### config.mk
export PLATFORM = sky130hd
export DESIGN_NAME = csr_serial_bridge_flat
export DESIGN_NICKNAME = d
export VERILOG_FILES = /design/src/rtl/csr_serial_bridge_if.sv /design/src/rtl/csr_serial_bridge.sv /design/src/flat_wrapper.sv
export SDC_FILE = /design/constraint.sdc
export NUM_CORES = 1
export LEC_CHECK = 0
export CAP_MARGIN = 20
export CELL_PAD_IN_SITES_DETAIL_PLACEMENT = 0
export CELL_PAD_IN_SITES_GLOBAL_PLACEMENT = 2
export CORE_MARGIN = 2
export CORE_UTILIZATION = 29
export CTS_CLUSTER_SIZE = 28
export DETAILED_ROUTE_END_ITERATION = 8
export PLACE_DENSITY = 0.79
export REMOVE_ABC_BUFFERS = 1
export SLEW_MARGIN = 30
export SYNTH_ARGS = -nofsm -noshare
export SYNTH_HDL_FRONTEND = slang
export SYNTH_SLANG_ARGS = --single-unit
### constraint.sdc
create_clock -name clk -period 2.22 [get_ports clk]
set_clock_uncertainty 0.15 [all_clocks]
set_input_delay 0.444 -clock clk [delete_from_list [all_inputs] [get_ports clk]]
set_output_delay 0.444 -clock clk [all_outputs]
set_load 0.01 [all_outputs]
### src/rtl/csr_serial_bridge_if.sv
// Bundles the bridge's byte channels and register-file port.
// master: the bridge side (accepts rx bytes, sends tx bytes, drives the CSR port).
// slave : the environment side (byte source/sink and the register file).
//   rx_valid/rx_ready/rx_data : incoming byte stream
//   tx_valid/tx_ready/tx_data : outgoing byte stream
//   csr_addr/csr_wen/csr_wdata: register file address, write pulse, write data
//   csr_rdata                 : register file read data for csr_addr
interface csr_serial_bridge_if #(
    parameter int unsigned ADDR_W = 6
);
    logic              rx_valid;
    logic              rx_ready;
    logic [7:0]        rx_data;
    logic              tx_valid;
    logic              tx_ready;
    logic [7:0]        tx_data;
    logic [ADDR_W-1:0] csr_addr;
    logic              csr_wen;
    logic [31:0]       csr_wdata;
    logic [31:0]       csr_rdata;

    modport master (
        input  rx_valid, rx_data, tx_ready, csr_rdata,
        output rx_ready, tx_valid, tx_data, csr_addr, csr_wen, csr_wdata
    );

    modport slave (
        output rx_valid, rx_data, tx_ready, csr_rdata,
        input  rx_ready, tx_valid, tx_data, csr_addr, csr_wen, csr_wdata
    );
endinterface

### src/rtl/csr_serial_bridge.sv
// Byte-serial to CSR bridge. Decodes command frames (cmd byte, then 4 LSB-first
// data bytes for writes) into register-file writes, and answers read frames
// with 4 LSB-first bytes of the sampled read data.
//   clk   : sole clock
//   rst_n : synchronous active-low reset
//   bus   : byte channels and register-file port (master side)
//   busy  : high whenever the bridge is not idle
//   err   : sticky out-of-range address flag, cleared only by reset
module csr_serial_bridge #(
    parameter int unsigned ADDR_W = 6
) (
    input  logic                        clk,
    input  logic                        rst_n,
    csr_serial_bridge_if.master         bus,
    output logic                        busy,
    output logic                        err
);

    localparam int unsigned DATA_W = 32;
    localparam int unsigned CNT_W  = 2;
    // Command address bits at or above ADDR_W flag an out-of-range access.
    localparam logic [6:0]  OOR_MASK = 7'(7'h7f << ADDR_W);

    typedef enum logic [2:0] {
        IDLE    = 3'd0,
        WDATA   = 3'd1,
        WCOMMIT = 3'd2,
        RSAMPLE = 3'd3,
        RSEND   = 3'd4
    } state_e;

    state_e              state_q,    state_d;
    logic [CNT_W-1:0]    cnt_q,      cnt_d;
    logic                oor_q,      oor_d;
    logic [ADDR_W-1:0]   addr_q,     addr_d;
    logic [DATA_W-1:0]   wdata_q,    wdata_d;
    logic                wen_q,      wen_d;
    logic [DATA_W-1:0]   shift_q,    shift_d;
    logic [7:0]          tx_data_q,  tx_data_d;
    logic                tx_valid_q, tx_valid_d;
    logic                rx_ready_q, rx_ready_d;
    logic                busy_q,     busy_d;
    logic                err_q,      err_d;

    logic                rx_hs;
    logic                tx_hs;

    assign rx_hs = bus.rx_valid & rx_ready_q;
    assign tx_hs = tx_valid_q & bus.tx_ready;

    // Next-state and next-output decode.
    always_comb begin
        state_d    = state_q;
        cnt_d      = cnt_q;
        oor_d      = oor_q;
        addr_d     = addr_q;
        wdata_d    = wdata_q;
        shift_d    = shift_q;
        tx_data_d  = tx_data_q;
        err_d      = err_q;

        unique case (state_q)
            IDLE: begin
                if (rx_hs) begin
                    addr_d  = bus.rx_data[ADDR_W-1:0];
                    oor_d   = |(bus.rx_data[6:0] & OOR_MASK);
                    cnt_d   = '0;
                    state_d = bus.rx_data[7] ? WDATA : RSAMPLE;
                end
            end
            WDATA: begin
                if (rx_hs) begin
                    wdata_d[{cnt_q, 3'b000} +: 8] = bus.rx_data;
                    cnt_d = CNT_W'(cnt_q + CNT_W'(1));
                    if (cnt_q == CNT_W'(3)) begin
                        state_d = WCOMMIT;
                    end
                end
            end
            WCOMMIT: begin
                if (oor_q) begin
                    err_d = 1'b1;
                end
                state_d = IDLE;
            end
            RSAMPLE: begin
                shift_d   = oor_q ? '0 : bus.csr_rdata;
                tx_data_d = shift_d[7:0];
                if (oor_q) begin
                    err_d = 1'b1;
                end
                cnt_d   = '0;
                state_d = RSEND;
            end
            RSEND: begin
                if (tx_hs) begin
                    shift_d = shift_q >> 8;
                    cnt_d   = CNT_W'(cnt_q + CNT_W'(1));
                    if (cnt_q == CNT_W'(3)) begin
                        // Last byte: tx_data keeps its value once tx_valid drops.
                        state_d = IDLE;
                    end else begin
                        tx_data_d = shift_q[15:8];
                    end
                end
            end
            default: begin
                state_d = IDLE;
            end
        endcase

        // Handshake/status outputs follow the next state so they are flop outputs.
        rx_ready_d = (state_d == IDLE) || (state_d == WDATA);
        tx_valid_d = (state_d == RSEND);
        busy_d     = (state_d != IDLE);
        wen_d      = (state_d == WCOMMIT) && !oor_d;
    end

    // State and output registers with synchronous reset.
    always_ff @(posedge clk) begin
        if (!rst_n) begin
            state_q    <= IDLE;
            cnt_q      <= '0;
            oor_q      <= 1'b0;
            addr_q     <= '0;
            wdata_q    <= '0;
            wen_q      <= 1'b0;
            shift_q    <= '0;
            tx_data_q  <= '0;
            tx_valid_q <= 1'b0;
            rx_ready_q <= 1'b0;
            busy_q     <= 1'b0;
            err_q      <= 1'b0;
        end else begin
            state_q    <= state_d;
            cnt_q      <= cnt_d;
            oor_q      <= oor_d;
            addr_q     <= addr_d;
            wdata_q    <= wdata_d;
            wen_q      <= wen_d;
            shift_q    <= shift_d;
            tx_data_q  <= tx_data_d;
            tx_valid_q <= tx_valid_d;
            rx_ready_q <= rx_ready_d;
            busy_q     <= busy_d;
            err_q      <= err_d;
        end
    end

    assign bus.rx_ready  = rx_ready_q;
    assign bus.tx_valid  = tx_valid_q;
    assign bus.tx_data   = tx_data_q;
    assign bus.csr_addr  = addr_q;
    assign bus.csr_wen   = wen_q;
    assign bus.csr_wdata = wdata_q;
    assign busy          = busy_q;
    assign err           = err_q;

endmodule

### src/flat_wrapper.sv
// flat-port wrapper written by rule: the top's interface ports become plain ports
module csr_serial_bridge_flat 
#(
    parameter int unsigned ADDR_W = 6
)
  (clk, rst_n, busy, err, bus_rx_valid, bus_rx_data, bus_tx_ready, bus_csr_rdata, bus_rx_ready, bus_tx_valid, bus_tx_data, bus_csr_addr, bus_csr_wen, bus_csr_wdata);
  csr_serial_bridge_if #(.ADDR_W(ADDR_W)) bus_i ();
  input  logic clk;
  input  logic rst_n;
  output logic busy;
  output logic err;
  input wire logic [$bits(bus_i.rx_valid)-1:0] bus_rx_valid;
  input wire logic [$bits(bus_i.rx_data)-1:0] bus_rx_data;
  input wire logic [$bits(bus_i.tx_ready)-1:0] bus_tx_ready;
  input wire logic [$bits(bus_i.csr_rdata)-1:0] bus_csr_rdata;
  output wire logic [$bits(bus_i.rx_ready)-1:0] bus_rx_ready;
  output wire logic [$bits(bus_i.tx_valid)-1:0] bus_tx_valid;
  output wire logic [$bits(bus_i.tx_data)-1:0] bus_tx_data;
  output wire logic [$bits(bus_i.csr_addr)-1:0] bus_csr_addr;
  output wire logic [$bits(bus_i.csr_wen)-1:0] bus_csr_wen;
  output wire logic [$bits(bus_i.csr_wdata)-1:0] bus_csr_wdata;
  assign bus_i.rx_valid = bus_rx_valid;
  assign bus_i.rx_data = bus_rx_data;
  assign bus_i.tx_ready = bus_tx_ready;
  assign bus_i.csr_rdata = bus_csr_rdata;
  assign bus_rx_ready = bus_i.rx_ready;
  assign bus_tx_valid = bus_i.tx_valid;
  assign bus_tx_data = bus_i.tx_data;
  assign bus_csr_addr = bus_i.csr_addr;
  assign bus_csr_wen = bus_i.csr_wen;
  assign bus_csr_wdata = bus_i.csr_wdata;
  csr_serial_bridge #(.ADDR_W(ADDR_W)) u_core (.clk(clk), .rst_n(rst_n), .bus(bus_i), .busy(busy), .err(err));
endmodule
# [Word-level counts from Yosys, hierarchy flattened]
# Index checks and enable logic that the tools add are counted.
[totals] ff_bits=89 output_inout_bits=51 elab_cells=65
[op_classes] add_sub_neg=2 n_eq_ne=12 shift=2 muxes=20 bitwise_logic=2 n_reduce_logical=15
[op_table] operator="32-bit two-way mux" n=2
[op_table] operator="32-bit one-hot mux with 2 select lines" n=1
[op_table] operator="32-bit bitwise mux" n=1
[op_table] operator="8-bit by 7-bit variable shift with 32-bit output, first input constant" n=1
[op_table] operator="8-bit by 7-bit variable part select with 32-bit output" n=1
[op_table] operator="8-bit two-way mux" n=2
[op_table] operator="8-bit one-hot mux with 2 select lines" n=1
[op_table] operator="3-bit two-way mux" n=5
[op_table] operator="3-bit one-hot mux with 4 select lines" n=1
[op_table] operator="3-bit by 2-bit equality test with 1-bit output, second input constant" n=3
[op_table] operator="2-bit two-way mux" n=4
[op_table] operator="2-bit one-hot mux with 4 select lines" n=1
[op_table] operator="2-bit AND reduction" n=4
[op_table] operator="5-bit negation with 7-bit output" n=1
[op_table] operator="3-bit by 1-bit equality test with 1-bit output, second input constant" n=2
[op_table] operator="3-bit equality test, second input constant" n=2
[op_table] operator="3-bit logical NOT" n=2
[op_table] operator="2-bit by 1-bit != test with 1-bit output, second input constant" n=3
[op_table] operator="4-bit AND reduction" n=1
[op_table] operator="4-bit nonzero test" n=1
[op_table] operator="3-bit AND reduction" n=1
[op_table] operator="3-bit nonzero test" n=1
[op_table] operator="2-bit by 1-bit adder with 2-bit output, second input constant" n=1
[op_table] operator="1-bit bitwise AND" n=2
[op_table] operator="8 further kinds" n=9

# [Longest topological paths before layout]
[depth] word_depth=6 ltp_mapped=6 depth_no_buf=5

# [Least setup slack after synthesis]
# No wires, ideal clock.
[synth_path] path_type="register to register" from="register u_core.cnt_q[0]" to="register u_core.wdata_q[24] (netlist: u_core.bus.csr_wdata[24])" t_arrival_ps=1694 required_time_ps=1998 setup_slack_ps=304 stages_incl_launch_ff=6 n_path_buf=0 synth_period_minus_slack_ps=1916 path_cell_list="dfxtp_1 -> inv_1 -> ha_1 -> nor3b_1 -> nand3_1 -> mux2i_1"
[synth_between] elab_chain_len=3 elab_cells_between_ends=4 cone_classes="add/sub (1); shift (2); mux (1)"
[synth_rtl] element="start: declaration" line="csr_serial_bridge.sv:33" rtl="logic [CNT_W-1:0] cnt_q, cnt_d;"
[synth_rtl] element="start signal: assignment" line="csr_serial_bridge.sv:136" rtl="cnt_q <= cnt_d;"
[synth_rtl] element="5-bit negation with 7-bit output (*)" line="csr_serial_bridge.sv:73" rtl="wdata_d[{cnt_q, 3'b000} +: 8] = bus.rx_data;"
[synth_rtl] element="8-bit by 7-bit variable part select with 32-bit output or 8-bit by 7-bit variable shift with 32-bit output (tied branches)" line="csr_serial_bridge.sv:73"
[synth_rtl] element="32-bit bitwise mux (*)" line="csr_serial_bridge.sv:73"
[synth_rtl] element="end signal: assignment" line="csr_serial_bridge.sv:139" rtl="wdata_q <= wdata_d;"
[synth_rtl] element="end: declaration" line="csr_serial_bridge.sv:36" rtl="logic [DATA_W-1:0] wdata_q, wdata_d;"
# Every way passes the cells marked *; elsewhere a longest branch is shown, timed or not.
# A chain may end at the register's enable or synchronous reset.

# [Worst setup path in the final report]
[layout_path] from="input bus_rx_valid" to="register u_core.wdata_q[10] (netlist: u_core.bus.csr_wdata[10])"
[layout_between] elab_chain_len=2
[layout_rtl] element="start: declaration" line="flat_wrapper.sv:12" rtl="input wire logic [$bits(bus_i.rx_valid)-1:0] bus_rx_valid;"
[layout_rtl] element="1-bit bitwise AND" line="csr_serial_bridge.sv:48" rtl="assign rx_hs = bus.rx_valid & rx_ready_q;"
[layout_rtl] element="2-bit AND reduction (no source line)"
# No other way between the ends.

==> impl_metrics.env <==
export IMPL_cts_sinks=81
export IMPL_maxCapViolations=0
export IMPL_globalRoute_totalOverflow=0
export IMPL_tightest_slew_ns=0.615
export IMPL_antenna_left=0
export IMPL_synth_cells=418
export IMPL_dp_cells=675
export IMPL_die_area_um2=14200
export IMPL_syn_area_um2=3850
export IMPL_cpMaxStageDelayCell="or3b_2"
export IMPL_wire_per_inst_um=16.3
export IMPL_cp_cell_sequence="clkdlybuf4s50_1, or3b_2, nor3_4, buf_12, mux2i_1"
export IMPL_synth_warnings=0
export IMPL_hpwlAfterDp_mm=7.66
export IMPL_cp_required_ns=2.34
export IMPL_rsz0062_at_grt="false"
export IMPL_synth_top_area_share_pct=42.2
export IMPL_slew_viol_final=0
export IMPL_die_h_um=119
export IMPL_max_freq_ghz=0.497
export IMPL_tritoncts="built"
export IMPL_critPathMaxStageDelay_ns=0.60
export IMPL_yosysTopAreaCell="dfxtp_1"
export IMPL_layout_commonest_cell="clkdlybuf4s50_1"
export IMPL_async_reset_ff_share_pct=0
export IMPL_post_cts_resized=0
export IMPL_post_cts_setup_buffer_count=0
export IMPL_num_io_pins=95
export IMPL_core_area_um2=13100
export IMPL_synth_area_leaders="dfxtp_1, mux2i_1, nand3_1"
export IMPL_grt_use_total_pct=16.1
export IMPL_via_per_inst=4.86
export IMPL_fin_cells=691
export IMPL_layout_nets=560
export IMPL_crit_path_max_fanout=8
export IMPL_antenna_found_initial=0
export IMPL_worst_setup_path_start_kind="input port"
export IMPL_cp_arrival_ns=2.13
export IMPL_outcome="finished, final reports clean"
export IMPL_post_route_period_util_pct=90.7
export IMPL_synth_avg_cell_area_um2=9.20
export IMPL_layout_drive_gt1_share_pct=10.3
export IMPL_cts_buffer_depth=2
export IMPL_grt_max_degree=65
export IMPL_worst_slack_ns=0.207
export IMPL_cts_hold_repair_buffers=0
export IMPL_synth_cell_type_count=40
export IMPL_vias=3355
export IMPL_dp_slack_ns=-0.164
export IMPL_firstDrtPassIters=4
export IMPL_root_buffer="clkbuf_16"
export IMPL_diodes=0
export IMPL_synth_edf_count=0
export IMPL_grt_pass1_vias=3439
export IMPL_htree_num_levels=3
export IMPL_holdCritPathClass="reg -> reg"
export IMPL_area_growth_pct=41.2
export IMPL_insertion_delay_ns=0.34
export IMPL_ys_seq_area_share_pct=42.2
export IMPL_synth_seq_cells=81
export IMPL_end_kind="register"
export IMPL_crit_type="in -> reg"
export IMPL_clkTransAtPathRegs_ns=0.06
export IMPL_fp_row_count=42
export IMPL_synth_ff_type="dfxtp_1"
export IMPL_final_cell_mix="clkdlybuf4s50_1, dfxtp_1, mux2i_1"
export IMPL_setup_viol_count_final=0
export IMPL_drc=0
export IMPL_hold_viol_final=0
export IMPL_cts_buffers=9
export IMPL_io_buffers=94
export IMPL_max_slew_margin_rel_pct=59.0
export IMPL_dieWidth_um=119
export IMPL_drt_iter0_drc=201
export IMPL_p_per_area_nw_per_um2=662
export IMPL_gp_routability_congestion=0.747
export IMPL_wl_mm=11.3
export IMPL_fin_crit_ns=2.01
export IMPL_initial_core_util_pct=29.4
export IMPL_leakage_nw=2.01
export IMPL_ir_drop_v=0.000494
export IMPL_grt_pass1_wl_mm=17.9
## logic make-up after synthesis
logic type,after synthesis,share of synthesized area [%]
and+or+nand+nor,174,24.0
DFF,81,42.2
muxes,58,15.1
AOI/OAI and AO/OA,54,11.4
buffers and inverters,44,5.17
adders and majority gates,6,1.95
xor gates and xnor gates,1,0.228
## per-layer routing
layer	vias to the layer above	track usage, %	routed length (um)
li1	1669	-	-
met1	1593	20.2	5310
met2	83	26.4	5220
met3	10	5.70	652
met4	0	3.87	90
met5	-	0	0
## final timing paths
check | slack [ns] | depth (start not counted) | from | to
worst max register to register | 0.21 | 3 | u_core.state_q[2]$_SDFF_PN0_ | u_core.bus.tx_data[4]$_SDFFE_PN0P_
worst min-delay path | 0.31 | 2 | u_core.shift_q[27]$_SDFFE_PN0P_ | u_core.shift_q[27]$_SDFFE_PN0P_
worst max-delay path | 0.21 | 5 | bus_rx_valid | u_core.bus.csr_wdata[10]$_SDFFE_PN0P_
worst min register to register | 0.31 | 2 | u_core.shift_q[27]$_SDFFE_PN0P_ | u_core.shift_q[27]$_SDFFE_PN0P_
## power by group
group          switching, mW  internal, mW  total [mW]
Combinational          0.176         0.168       0.344
Sequential            0.0134          1.48        1.49
Clock                  0.603          1.16        1.77
## layout make-up
cell class	instances	area (um^2)
flip-flops and latches	81	1620
multi-input cells	293	2030
inverters	9	33.8
clock buffers	12	256
clock inverters	4	98.8
well taps	176	220
fillers	1296	7650
repair buffers	116	1180
## registers in the layout (all words and copies together) (netlist names)
register,flops
u_core.bus.csr_wen,1
u_core.state_q,3
u_core.cnt_q,2
u_core.busy,1
u_core.bus.csr_wdata,32
u_core.bus.csr_addr,6
u_core.bus.tx_valid,1
u_core.bus.rx_ready,1
u_core.err,1
u_core.shift_q,24
u_core.oor_q,1
u_core.bus.tx_data,8
## through the flow
| step | instance area (um^2) | util, % | hold slack [ns] | TNS, ns | power (mW) |
|---|---|---|---|---|---|
| 6_report | 5430 | 41.5 | 0.306 | 0 | 3.60 |
| 5_1_grt | 5430 | 41.5 | 0.319 | 0 | 3.73 |
| 4_1_cts | 5430 | 41.5 | 0.295 | 0 | 3.65 |
| 3_5_place_dp | 5080 | 38.8 | 0.296 | -4.24 | 1.87 |
| 2_1_floorplan | 3680 | - | 0.285 | -21.05 | 1.66 |
| 3_3_place_gp | 5080 | 38.8 | 0.296 | -3.39 | 1.87 |
## worst max-delay path, delay by kind of cell
| kind | cells | cell delay, ns |
|---|---|---|
| buffers and inverters | 2 | 0.69 |
| muxes | 1 | 0.19 |
| and+or+nand+nor | 2 | 0.80 |
## Yosys cell counts (2+ instances only)
cell type  number
nand2_1        46
ha_1            6
dfxtp_1        81
nor2_1         25
buf_1           3
buf_2           6
nor3_4          4
nand4_1         8
nor4_1          2
nor3b_1         3
a221oi_1       16
and2_1          3
a21oi_1         8
mux2i_1        58
clkbuf_1       22
nor3_1          3
and3b_1         2
nand3_1        41
inv_1           9
o21ai_0        16
buf_6           3
nor2b_1        28
a221oi_2        8
Power figures use the tool's default switching activity.
